<file path="config.mk">
export PLATFORM = sky130hd
export DESIGN_NAME = uart_tx
export DESIGN_NICKNAME = d
export VERILOG_FILES = /design/src/rtl/uart_tx.sv
export SDC_FILE = /design/constraint.sdc
export NUM_CORES = 1
export LEC_CHECK = 0
export ABC_AREA = 0
export CAP_MARGIN = 40
export CORE_MARGIN = 4
export CORE_UTILIZATION = 55
export DETAILED_ROUTE_END_ITERATION = 8
export GPL_TIMING_DRIVEN = 0
export PLACE_DENSITY = 0.78
export SYNTH_ARGS = -nofsm -noshare
export SYNTH_HDL_FRONTEND = slang
export SYNTH_SLANG_ARGS = --single-unit
</file>
<file path="constraint.sdc">
create_clock -name clk -period 2.05 [get_ports clk]
set_input_delay 0.205 -clock clk [delete_from_list [all_inputs] [get_ports clk]]
set_output_delay 0.205 -clock clk [all_outputs]
set_load 0.005 [all_outputs]
</file>
<file path="src/rtl/uart_tx.sv">
// rtl/uart_tx.sv - 8N1/8N2 UART transmitter with start/busy handshake; even parity bit when UART_TX_PARITY_EN is defined
module uart_tx #(
    parameter int CLK_FREQ  = 100_000_000,
    parameter int BAUD_RATE = 115200,
    parameter int STOP_BITS = 1
) (
    input  logic       clk,
    input  logic       rst,
    input  logic       tx_start,
    input  logic [7:0] tx_data,
    output logic       tx_busy,
    output logic       tx_done_tick,
    output logic       tx_stream
);

    localparam int CLKS_PER_BIT = CLK_FREQ / BAUD_RATE;
    localparam int CW = (CLKS_PER_BIT > 2) ? $clog2(CLKS_PER_BIT) : 1;
    localparam logic [CW-1:0] BAUD_MAX = CW'(CLKS_PER_BIT - 1);
    localparam logic STOP_LAST = (STOP_BITS == 2);

    generate
        if (CLKS_PER_BIT < 2) begin : g_bad_clks_per_bit
            $error("uart_tx: CLKS_PER_BIT must be >= 2");
        end
        if (STOP_BITS != 1 && STOP_BITS != 2) begin : g_bad_stop_bits
            $error("uart_tx: STOP_BITS must be 1 or 2");
        end
    endgenerate

    typedef enum logic [2:0] {
        S_IDLE,
        S_START,
        S_DATA,
`ifdef UART_TX_PARITY_EN
        S_PARITY,
`endif
        S_STOP
    } state_t;

    state_t        state, state_next;
    logic [CW-1:0] baud_cnt, baud_next;
    logic [2:0]    bit_idx, bit_next;
    logic          stop_cnt, stop_next;
    logic [7:0]    data_q;
    logic [7:0]    data_src;
    logic          load;
    logic          baud_last;
    logic          line_next;

    assign baud_last = (baud_cnt == BAUD_MAX);

    always_ff @(posedge clk) begin
        if (rst) begin
            state     <= S_IDLE;
            baud_cnt  <= '0;
            bit_idx   <= '0;
            stop_cnt  <= 1'b0;
            data_q    <= '0;
            tx_stream <= 1'b1;
        end else begin
            state     <= state_next;
            baud_cnt  <= baud_next;
            bit_idx   <= bit_next;
            stop_cnt  <= stop_next;
            tx_stream <= line_next;
            if (load) begin
                data_q <= tx_data;
            end
        end
    end

    always_comb begin
        state_next = state;
        baud_next  = baud_cnt;
        bit_next   = bit_idx;
        stop_next  = stop_cnt;
        load       = 1'b0;
        if (state != S_IDLE) begin
            baud_next = baud_last ? '0 : baud_cnt + 1'b1;
        end
        case (state)
            S_IDLE: begin
                baud_next = '0;
                bit_next  = '0;
                stop_next = 1'b0;
                if (tx_start) begin
                    state_next = S_START;
                    load       = 1'b1;
                end
            end
            S_START: begin
                if (baud_last) begin
                    state_next = S_DATA;
                end
            end
            S_DATA: begin
                if (baud_last) begin
                    bit_next = bit_idx + 3'd1;
                    if (bit_idx == 3'd7) begin
`ifdef UART_TX_PARITY_EN
                        state_next = S_PARITY;
`else
                        state_next = S_STOP;
`endif
                    end
                end
            end
`ifdef UART_TX_PARITY_EN
            S_PARITY: begin
                if (baud_last) begin
                    state_next = S_STOP;
                end
            end
`endif
            S_STOP: begin
                if (baud_last) begin
                    if (stop_cnt == STOP_LAST) begin
                        state_next = S_IDLE;
                        stop_next  = 1'b0;
                    end else begin
                        stop_next = 1'b1;
                    end
                end
            end
            default: state_next = S_IDLE;
        endcase
    end

    // The line register is loaded with the level of the state being entered,
    // so tx_stream always lines up with the registered state.
    always_comb begin
        data_src     = load ? tx_data : data_q;
        line_next    = 1'b1;
        tx_busy      = (state != S_IDLE);
        tx_done_tick = (state == S_STOP) && baud_last && (stop_cnt == STOP_LAST);
        case (state_next)
            S_IDLE:   line_next = 1'b1;
            S_START:  line_next = 1'b0;
            S_DATA:   line_next = data_src[bit_next];
`ifdef UART_TX_PARITY_EN
            S_PARITY: line_next = ^data_src;
`endif
            S_STOP:   line_next = 1'b1;
            default:  line_next = 1'b1;
        endcase
    end

endmodule

</file>
==> summary.md <==
| Metric | Value |
|---|---|
| Async SR Flop Fraction | `0%` |
| Most common cell after layout, fill and taps aside | `nand2_1` |
| H-tree depth | `1` |
| Register area | `approximately 530 um^2` |
| Register area share after synthesis | `38.0%` |
| Die Height | `approximately 58 um` |
| RSZ-0062 raised after global routing | `true` |
| Rel. slew slack | `a little over half` |
| Hold depth | `3` |
| Placed insts | `a little under 200` |
| Crit path launch | `baud_cnt[3]$_SDFFE_PP0N_` |
| Vias in the first global route | `between 1000 and 1500` |
| Path depth of the worst reg2reg path | `8` |
| Post-synthesis cell type count | `46` |
| Pin count of the biggest net entering global routing | `15` |
| Io pins | `14` |
| Synth Area in XOR/XNOR | `under 10%` |
| Area growth from synthesis to final layout | `24.9%` |
| CTS root buf | `clkbuf_4` |
| DR pass1 iterations | `4` |
| Initial antenna violation count | `0` |
| Total track usage | `18.5%` |
| Mean Syn Cell Area | `roughly 8.7 um^2` |
| Wire length per cell | `about 14 um` |
| Post-synth top area cell | `dfxtp_1` |
| Critical Path RT | `approximately 2.3 ns` |
| Largest family of logic cells by synthesized area | `simple AND/OR/NAND/NOR gates` |
| Critical path arrival | `2.26 ns` |
| Post-Route WL | `~3000 um` |
| Commonest non-fill, non-tap cells in the layout | `nand2_1 (27), dfxtp_1 (22), nor2_1 (19)` |
| Compound-cell area share of the yosys netlist | `17.3%` |
| Yosys reg bits | `26` |
| TritonCTS Sinks | `26` |
| Multi-input logic area | `852 um^2` |
| Final hold violations | `0` |
| Clock Path Buffers | `2` |
| Post-detail-place hpwl | `1860 um` |
| Fmax | `approximately 500 MHz` |
| Number of synthesis warnings | `0` |
| Antenna Cells | `0` |
| IO Port Bufs | `13` |
| Worst min-delay path category | `in -> reg` |
| Tcrit/Tclk final | `between 90% and 100%` |
| Top-area cell type share of the netlist area | `about two fifths` |
| Worst vdd ir | `approximately 440 uV` |
| CTS tree | `yes` |
| Core area | `approximately 0.0023 mm^2` |
| Post-synth net total | `172` |
| Synth Cell Area | `about 0.0014 mm^2` |
| Run status | `completed` |
| Synth Area in Simple Gates | `30.3%` |
| Adder-cell share of the synthesized area | `under 10%` |
| Worst-Skew Late Latency | `a little over 0.3 ns` |
| Layout Nets | `around 200` |
| Worst r2r src | `baud_cnt[3]$_SDFFE_PP0N_` |
| Mapped Cells | `around 160` |
| Final Skew | `roughly 0.0013 ns` |
| EDFF count, synth | `0` |
| Iteration-0 DRC Markers | `70` |
| Crit. End Element | `register` |
| Post-layout instance area | `about 0.0017 mm^2` |
| Row cnt | `17` |
| Clock slew at reported path FFs | `around 0.14 ns` |
| Power per cell area | `508 mW/mm^2` |
| Setup Viol. Count Final | `0` |
| Worst-Margin Slew | `just under 0.7 ns` |
| CTS buffer count | `3` |
| Vias | `about 1200` |
| Die Width | `57.9 um` |
| Placed cell area | `approximately 0.0015 mm^2` |
| Max-slew violation count | `0` |
| Fillcell total | `between 150 and 200` |
| Full die area | `about 0.0034 mm^2` |
| Grt ovf | `0` |
| Share of cells above drive strength 1 | `22.0%` |
| R2r setup slk | `around 0.042 ns` |
| Tmin final | `around 2 ns` |
| Ranking of synthesized cells by area | `dfxtp_1 (38%), nand2_1 (8.0%), nor2_1 (5.2%), a21oi_1 (4.0%), xor2_1 (3.2%)` |
| Final RePlAce weighted congestion | `between 0.8 and 0.9` |
| Multiplexer share of the synthesized area | `1.55%` |
| Initial core utilization | `59.6%` |
| Vias per inst | `slightly below 6` |
| CP Launch Type | `register` |
| Crit path max fanout | `7` |
| Post-DRT Antenna Nets | `0` |
| Most used DFF post-synth | `dfxtp_1` |
| Worst Path Class, Setup | `reg -> reg` |
| Max cap viols | `0` |
| Leakage | `0.640 nW` |
| HP Start | `tx_data[5]` |
| Global-route wire length before repair | `between 4000 and 5000 um` |
| Final Non-Filler Cells | `210` |
| # DRC | `0` |
[where the power goes]
part	leakage [nW]	switching (mW)	internal, mW
clock network	0.0210	0.149	0.108
registers	0.214	0.0103	0.515
logic	0.405	0.0409	0.0446
[what timing repair did]
item	in CTS	in global routing
hold buffers	0	0
pin swaps	4	3
setup buffers	5	3
endpoints found under the setup margin	3	6
gates resized for setup	14	6
[per-stage QoR]
step / power [mW] / hold WS [ns] / util [%] / setup slack, ns / setup TNS (ns)
floorplan: 0.583 / 0.274 / - / 0.182 / 0
global placement: 0.617 / 0.428 / 66.8 / -0.171 / -0.244
detailed placement: 0.619 / 0.452 / 66.8 / -0.222 / -0.320
CTS: 0.872 / 0.413 / 72.0 / 0.00318 / 0
global route: 0.903 / 0.416 / 74.4 / -0.0526 / -0.0526
finish: 0.868 / 0.420 / 74.4 / 0.0418 / 0
[layer usage]
metal  part of all wire, %  up-vias  track usage, %
met5                     0        -               0
met4                   3.0        0            9.27
met3                   5.4       10            2.67
met2                    47       49            29.5
met1                    45      559            24.2
li1                      -      599               -
[critical path, stage by stage, from the launching register on]
cell and delay (ns):
dfxtp_4 0.37, or3b_4 0.41, nor3_4 0.19, buf_6 0.17, a2bb2oi_4 0.19, a21boi_1 0.11
o2111ai_2 0.23, o211ai_1 0.14, a22oi_2 0.13
[final cells by class]
cell class              count  area share (%)
inverters                   3           0.659
multi-input cells         125            49.9
plain buffers               3            2.93
repair buffers             21            11.3
well taps                  28            2.05
clock buffers               4            2.12
flip-flops and latches     26            31.0
[cells in the mapped netlist, types with 3 or more instances]
cell type  instances
nor3_1             3
o21ai_0            5
nand2_1           29
a21oi_1           11
nand3_1            7
inv_1              3
xor2_1             5
nor3b_1            3
xnor2_1            3
ha_1               3
dfxtp_1           26
nor2_1            19
o211ai_1           3
[state kept, by name, indices dropped and copies added, names as in the netlist]
name / flops
tx_stream: 1
baud_cnt: 10
stop_cnt: 1
state: 3
bit_idx: 3
data_q: 8
[worst paths after layout]
path | endpoint
max | tx_stream$_SDFF_PP1_
max reg2reg | tx_stream$_SDFF_PP1_
min reg2reg | baud_cnt[0]$_SDFFE_PP0N_
min | data_q[5]$_SDFF_PP0_
[logic make-up after synthesis]
logic type / count (synthesis)
and+or+nand+nor: 79
AOI/OAI and AO/OA: 32
DFF: 26
xor gates and xnor gates: 8
buffers and inverters: 7
adders and majority gates: 3
muxes: 2
other: 1
No activity file was read; power rests on OpenSTA's default activity.
